<file path="config.mk">
export PLATFORM = sky130hd
export DESIGN_NAME = keypad_cmd_enc
export DESIGN_NICKNAME = d
export VERILOG_FILES = /design/src/rtl/keypad_cmd_enc.sv
export SDC_FILE = /design/constraint.sdc
export NUM_CORES = 1
export LEC_CHECK = 0
export ABC_AREA = 1
export CAP_MARGIN = 20
export CORE_UTILIZATION = 35
export DETAILED_ROUTE_END_ITERATION = 16
export SLEW_MARGIN = 15
export SYNTH_ARGS = -nofsm -noshare
export SYNTH_HDL_FRONTEND = slang
export SYNTH_SLANG_ARGS = --single-unit
</file>
<file path="constraint.sdc">
create_clock -name clock -period 1.4 [get_ports clock]
set_clock_uncertainty 0.1 [all_clocks]
set_input_delay 0.14 -clock clock [delete_from_list [all_inputs] [get_ports clock]]
set_output_delay 0.14 -clock clock [all_outputs]
set_load 0.005 [all_outputs]
</file>
<file path="src/rtl/keypad_cmd_enc.sv">
// 4x4 matrix keypad scanner: synchronizes the rows, debounces presses and releases,
// and emits one cmd_valid pulse with cmd = 4*row + col per physical press.
module keypad_cmd_enc #(
  parameter int SCAN_DIV = 1000,
  parameter int DEBOUNCE = 4
) (
  input  logic       clock,
  input  logic       reset,
  input  logic [3:0] row_in,
  output logic [3:0] col_out,
  output logic [3:0] cmd,
  output logic       cmd_valid
);

  localparam int CW = $clog2(SCAN_DIV);
  localparam int DW = $clog2(DEBOUNCE + 1);
  localparam logic [CW-1:0] DWELL_LAST = CW'(SCAN_DIV - 1);
  localparam logic [DW-1:0] DEB_MAX    = DW'(DEBOUNCE);

  typedef enum logic [1:0] {SCAN, DEB_PRESS, EMIT, WAIT_REL} state_t;

  state_t        state, state_nx;
  logic [3:0]    row_m, row_s;
  logic [CW-1:0] dwell;
  logic          sample;
  logic [DW-1:0] deb_cnt, deb_nx, deb_inc;
  logic [1:0]    col;
  logic          col_adv;
  logic [3:0]    key;
  logic [3:0]    hit_key;
  logic [1:0]    hit_row;
  logic          hit;

  assign sample  = (dwell == DWELL_LAST);
  assign deb_inc = deb_cnt + DW'(1);

  // Lowest-numbered low row wins when several rows are pulled down together.
  always_comb begin
    hit     = (row_s != 4'hF);
    hit_row = 2'd0;
    if (!row_s[0])      hit_row = 2'd0;
    else if (!row_s[1]) hit_row = 2'd1;
    else if (!row_s[2]) hit_row = 2'd2;
    else if (!row_s[3]) hit_row = 2'd3;
    hit_key = {hit_row, col};
  end

  always_ff @(posedge clock or negedge reset) begin
    if (!reset) state <= SCAN;
    else        state <= state_nx;
  end

  always_comb begin
    state_nx = state;
    deb_nx   = deb_cnt;
    col_adv  = 1'b0;
    case (state)
      SCAN: begin
        if (sample) begin
          if (hit) begin
            deb_nx   = DW'(1);
            state_nx = (DEBOUNCE == 1) ? EMIT : DEB_PRESS;
          end else begin
            col_adv = 1'b1;
          end
        end
      end
      DEB_PRESS: begin
        if (sample) begin
          if (hit && (hit_key == key)) begin
            deb_nx = deb_inc;
            if (deb_inc == DEB_MAX) state_nx = EMIT;
          end else begin
            deb_nx   = '0;
            state_nx = SCAN;
            col_adv  = 1'b1;
          end
        end
      end
      EMIT: begin
        deb_nx   = '0;
        state_nx = WAIT_REL;
      end
      WAIT_REL: begin
        if (sample) begin
          if (hit) begin
            deb_nx = '0;
          end else if (deb_inc == DEB_MAX) begin
            deb_nx   = '0;
            state_nx = SCAN;
            col_adv  = 1'b1;
          end else begin
            deb_nx = deb_inc;
          end
        end
      end
      default: state_nx = SCAN;
    endcase
  end

  always_comb begin
    col_out   = ~(4'b0001 << col);
    cmd_valid = (state == EMIT);
  end

  // cmd is loaded on the edge into EMIT so it is already stable while cmd_valid is high.
  always_ff @(posedge clock or negedge reset) begin
    if (!reset) begin
      row_m   <= '1;
      row_s   <= '1;
      dwell   <= '0;
      deb_cnt <= '0;
      col     <= '0;
      key     <= '0;
      cmd     <= '0;
    end else begin
      row_m   <= row_in;
      row_s   <= row_m;
      dwell   <= (state == EMIT || sample) ? '0 : dwell + CW'(1);
      deb_cnt <= deb_nx;
      if (col_adv) col <= col + 2'd1;
      if (state == SCAN && sample && hit) key <= hit_key;
      if (state_nx == EMIT && state != EMIT) cmd <= hit_key;
    end
  end

endmodule

</file>
==> impl_results.md, run 1 <==
- Max IR drop VDD: roughly 0.00073 V
- Final hold vios: 0
- Avg Cell Area, Syn: 8.85 um2
- Post-Syn Area: 1680 um2
- Area growth, synth to finish: 57.7%
- Routed vias: 1,480
- Slew Limit Fails: 0
- CTS sink cnt: 33
- H-tree levels: 2
- Setup violators final: 20
- Setup slack after layout: -173 ps
- Cell Pwr Density: 689 nW/um2
- Final instance area: 2650 um2
- Placer Congestion: 0.807
- Residual DRC: 1
- Place WS: -195 ps
- Vias in the first global route: around 1,400
- Global-route wire length before repair: 5.98 mm
- Failing checks: DRC, setup timing
- Max Cap Viol: 0
- Reg clk slew, reported paths: about 80 ps
- Root Driver: clkbuf_8
- R2R cell count: 10
- Cts bufs inserted: 5
- DR iter-0 viols: 83
- Share of layout cells above drive strength 1: 54.0%
- Buffers on Ports: 14
- # IOs: 15
- DP Wirelength: 2.28 mm
- Top_reg_cell synth: dfrtp_1
- Wirelength per Cell: 12.2 um
- Ant. Diodes: 0
- Skew-Pair Late Insertion Delay: ~290 ps
- Core area: 4470 um2
- CP max FO: 5
- Yosys warns: 0
- RR Startpoint: dwell[1]
- Drt first pass iters: 10
- Starting density of the core: 37.6%
- Leak: 0.00136 uW
- DIE HEIGHT: approximately 71 um
- Worst EP arrival: 1640 ps
- Initial antenna violation count: 0
- Die footprint: 5090 um2
- Mapped Cells: 190
- Async S/R FF share, synth: 100%
- Fin crit share: 112%
- Area contributors post-synth: dfrtp_1 (37%), dfstp_2 (13%), nand2_1 (11%), ha_1 (5.2%), inv_1 (4.9%)
- Worst min path class: in2async
- Worst Tran Pin Value: 339 ps
- CTS tree: done
- RSZ-0062 raised after global routing: true
- Kind of critical path: reg2reg
- Synth top area share: 37.2%
- Outcome: finished, violations left
- Cell Area, Placed: roughly 2100 um2
- Overall Global Routing Usage: approximately 15%
- Nets: around 280
- Clock period minus worst slack: 1570 ps
- Gr ovfl total: 0
- Worst R2R Setup Slack: -170 ps
- Number of synthesized flops with an enable pin: 0
- Max_slew headroom: 77.4%
- Seq/Total Area, Yosys: around 50%
- Largest net degree at the start of global routing: 34
- CTS Buffer Depth: 2
- Startpoint types: flip-flop
- Flops & latches, synth: 33
- CP required: between 1000 and 1500 ps
- Mapped Nets: 203
- Critical path endpoint category: flip-flop
- Reg2reg end: col[0]
- Yosys cell types: 26
- # rows: 24
- CTS Hold Bufs: 0
- Area leader, netlist: dfrtp_1
- Fill cells: ~380
- Routed Antenna Nets: 0
- Routed WL: 3.85 mm
- Vias/cell: between 4 and 5
- Fmax: 636 MHz
- Die X: about 71 um
timing repair:
item	CTS	global route
gates cloned	0	2
setup buffers	11	15
pin swaps	9	20
endpoints found under the setup margin	29	33
gates resized for setup	39	44
critical path: stages (launching register included):
cell	delay [ps]
dfrtp_1	360
ha_2	200
nand2_2	60
inv_2	80
nand4_4	140
inv_4	130
o21ai_2	80
nor2_4	140
nand2_2	60
nand2_1	50
nand2_1	50
cell type report:
cell class / count / area, um2 / share of cell area (%)
multi-input cells: 127 / 981 / 37.0
flip-flops and latches: 33 / 841 / 31.7
repair buffers: 64 / 549 / 20.7
inverters: 31 / 121 / 4.58
clock buffers: 7 / 86.3 / 3.26
well taps: 52 / 65.1 / 2.45
clock inverters: 1 / 7.51 / 0.283
cell usage in the layout (no fill, tap or decap), types with 2 or more instances in the layout:
cell type        instances
o21ai_1                  8
ha_4                     4
nor2_1                   6
nand2_2                 13
nand2_4                  2
buf_4                   40
inv_1                   18
inv_2                   11
nor3b_2                  3
nand3_4                  5
nor3_2                   2
clkbuf_8                 6
dfrtp_1                 21
buf_6                   10
dlymetal6s2s_1           3
clkbuf_2                 3
nand3_2                  2
nand2_1                 40
nor2_4                   6
dfrtp_2                  4
nand4_1                  2
nor3_1                   2
ha_2                     3
o21ai_2                  2
nand3_1                  6
a21oi_1                  4
nand4_4                  2
xor2_1                   2
dfstp_2                  8
clkdlybuf4s50_1          5
nor2_2                   6
inv_4                    2
cells in the mapped netlist, types with 2 or more instances:
library cell / instances
nor3b_1: 3
a21oi_1: 4
inv_1: 22
nand3_2: 3
o21ai_1: 9
nor2_1: 15
ha_1: 7
nand4_4: 2
nor3_1: 4
dfstp_2: 8
inv_2: 9
nand3_1: 9
dfrtp_1: 25
xor2_1: 3
nor2_4: 3
nand4_1: 2
nand2_1: 49
nand2_2: 5
through the flow:
step | utilization [%] | power [uW] | instances | setup TNS (ps) | hold slack (ps)
2_1_floorplan | - | 1030 | 190 | -487 | -256
3_3_place_gp | 47.6 | 1080 | 281 | -1840 | 245
3_5_place_dp | 47.6 | 1080 | 281 | -2340 | 247
4_1_cts | 53.3 | 1850 | 300 | -1620 | 124
5_1_grt | 59.3 | 1900 | 315 | -4360 | 130
6_report | 59.3 | 1830 | 315 | -2000 | 117
sequential cells by signal, indices dropped and copies added (netlist names):
register / flops
dwell: 10
col: 2
cmd: 4
deb_cnt: 3
row_s: 4
row_m: 4
state: 2
key: 4
layer usage:
metal / part of all wire (%) / track usage [%]
met4: 1.2 / 5.33
met1: 43 / 18.6
met5: 0 / 0
met2: 53 / 26.3
met3: 3.1 / 3.94
worst max-delay path by stage:
stage	to	start	cells after the start
final	col[0]	dwell[1]	10
after global routing	state[0]	dwell[1]	10
after CTS	cmd[0]	row_s[0]	9
after detailed placement	cmd[0]	deb_cnt[1]	7
after global placement	state[0]	row_s[0]	9
after floorplan	cmd[2]	deb_cnt[1]	7
cells by family after synthesis:
logic type      count (synthesis)  synth area share [%]
compound gates                 16                  5.21
xor+xnor                        3                  1.56
fa+ha+maj                       7                  5.21
buf+inv                        32                  7.22
flops                          33                  49.7
simple gates                   99                  31.1
power breakdown:
group | total, uW | internal (uW) | leakage (uW) | switching, uW
combinational | 93.5 | 40.5 | 0.000905 | 53.0
clock | 755 | 400 | 0.0000445 | 355
sequential | 980 | 974 | 0.000412 | 5.62
total | 1830 | 1410 | 0.00136 | 414
Power figures use the tool's default switching activity.
==> inputs of run 2 (changes only) <==
==> constraint.sdc (replaced) <==
create_clock -name clock -period 1.4 [get_ports clock]
set_clock_uncertainty 0.1 [all_clocks]
set_input_delay 0.14 -clock clock [delete_from_list [all_inputs] [get_ports clock]]
set_output_delay 0.14 -clock clock [all_outputs]
set_load 0.02 [all_outputs]
==> run 2 against run 1 <==
  * The flow still finishes with violations (DRC, setup timing)
  * First-iteration DRC count is 46% lower
  * Via count shrank 2.3%
  * Worst hold slack improved by 1.4 ps
  * Non-clock buffer count decreased by 1
  * Cell area increased by 0.47%
  * Global-route usage increased by 0.98 points
  * Critical endpoint is now col[1]
  * Largest cell class unchanged
  * Largest power group unchanged
  * Highest routed layer unchanged
==> impl_results.md, run 2 (same netlist as run 1, synthesis figures left out) <==
- Commonest cells after routing, fill and taps aside: buf_4 (42), nand2_1 (39), dfrtp_1 (23), inv_1 (17), nand2_2 (14)
- # IOs: 15
- Clock period minus worst slack: roughly 1600 ps
- Buffers on Ports: 14
- Routed WL: 3.73 mm
- Fin crit share: 112%
- CTS Buffer Depth: 2
- Hold Slack: 118 ps
- Cell total after placement: 287
- Outcome: finished, violations left
- Setup slack after layout: -172 ps
- RSZ-0062 raised after global routing: true
- Starting density of the core: a little under two fifths
- Residual DRC: 4
- Slew Limit Fails: 0
- Die X: 71.3 um
- Vias/cell: 4.61
- Fill cells: about 370
- Wirelength per Cell: 11.9 um
- Kind of critical path: reg2reg
- Multi-input gate area in the final layout: 996 um2
- Root Driver: clkbuf_8
- Core area: roughly 4500 um2
- Drt first pass iters: 10
- Routed vias: ~1,400
- Largest Register: dwell
- # rows: 24
- Nets: 274
- Placer Congestion: 0.836
- Fmax: 636 MHz
- Max reg flops: 10
- Most common cell after layout, fill and taps aside: buf_4
- Failing checks: DRC, setup timing
- Startpoint types: flip-flop
- Die footprint: slightly above 5000 um2
- CTS sink cnt: 33
- Cts bufs inserted: 5
- Vias in the first global route: 1,414
- Global-route wire length before repair: 6.22 mm
- CP max FO: 5
- Routed Antenna Nets: 0
- Reg clk slew, reported paths: 70 ps
- Ant. Diodes: 0
- DR iter-0 viols: 45
- Final hold vios: 0
- Skew-Pair Late Insertion Delay: slightly below 300 ps
- Register area: 838 um2
- Place WS: -262 ps
- Max_slew headroom: 84.8%
- Cell Pwr Density: 678 nW/um2
- Worst Tran Pin Value: 228 ps
- CP required: 1480 ps
- Final Power: 1810 uW
- Leak: 0.00134 uW
- CTS Hold Bufs: 0
- Share of layout cells above drive strength 1: 52.3%
- Worst EP arrival: 1660 ps
- Critical path endpoint category: flip-flop
- Worst min path class: in2async
- Max IR drop VDD: 0.000566 V
- Initial antenna violation count: 0
- Overall Global Routing Usage: 16.3%
- Cell Count, Final, Fillers Out: between 300 and 400
- CTS tree: done
- Max Cap Viol: 0
- Largest net degree at the start of global routing: 34
- Setup violators final: 26
- DIE HEIGHT: 71.3 um
- H-tree levels: 2
- Gr ovfl total: 0
- Area growth, synth to finish: 58.4%
- DP Wirelength: 2.33 mm
## run 2: cell count changes in the layout (fill, tap and decap cells not counted), sizes merged
cell,change
buf,+2
clkbuf,-2
clkinvlp,-1
dlygate4sd2,+3
dlymetal6s2s,-3
## run 2: worst paths after layout
kind / cells past startpoint / to / slack [ps] / from
max: 10 / col[1] / -170 / dwell[1]
min: 2 / cmd[2] / 120 / reset
max reg2reg: 10 / col[1] / -170 / dwell[1]
min reg2reg: 0 / row_s[0] / 250 / row_m[0]
max in group asynchronous: 2 / row_m[0] / 830 / reset
min in group clock: 1 / row_m[3] / 160 / row_in[3]
## run 2: area by class of cell
cell class                      count  share of cell area (%)
Clock buffer                        8                    3.38
Tap cell                           52                    2.44
Timing Repair Buffer               63                    20.7
Inverter                           31                    4.65
Multi-Input combinational cell    127                    37.4
Sequential cell                    33                    31.5
## run 2: stage by stage
| stage | setup TNS [ps] | cell area (um2) | utilization [%] |
|---|---|---|---|
| floorplan | -492 | 1690 | - |
| CTS | -1380 | 2440 | 54.4 |
| finish | -2560 | 2660 | 59.5 |
| global route | -5010 | 2660 | 59.5 |
| detailed placement | -3360 | 2140 | 47.9 |
| global placement | -3010 | 2140 | 47.9 |
## run 2: repair_timing
| action | CTS | global route |
|---|---|---|
| gates cloned | 2 | 0 |
| resized for setup | 58 | 39 |
| pin swaps | 21 | 16 |
| setup buffers | 8 | 9 |
| setup endpoints to repair | 32 | 30 |
## run 2: metal layers
| layer | global-route usage (%) | vias to the layer above | share of wire (%) |
|---|---|---|---|
| li1 | - | 744 | - |
| met1 | 19.5 | 678 | 43 |
| met2 | 27.2 | 20 | 51 |
| met3 | 3.80 | 4 | 4.3 |
| met4 | 8.67 | 0 | 1.4 |
| met5 | 0 | - | 0 |
## run 2: critical path, cell delays in order (launching register included)
cell and delay, ps:
dfrtp_1 360, ha_2 200, nand2_2 60, inv_2 80, nand4_4 150, inv_4 140, o21ai_4 70, nor2_4 130
nand2_2 60, nand2_1 60, nand2_1 50
## run 2: power by group
part	switching (uW)	internal (uW)	leakage, uW
Combinational	52.7	37.3	0.000878
Sequential	5.43	975	0.000416
Clock	336	401	0.0000455
Total	394	1410	0.00134
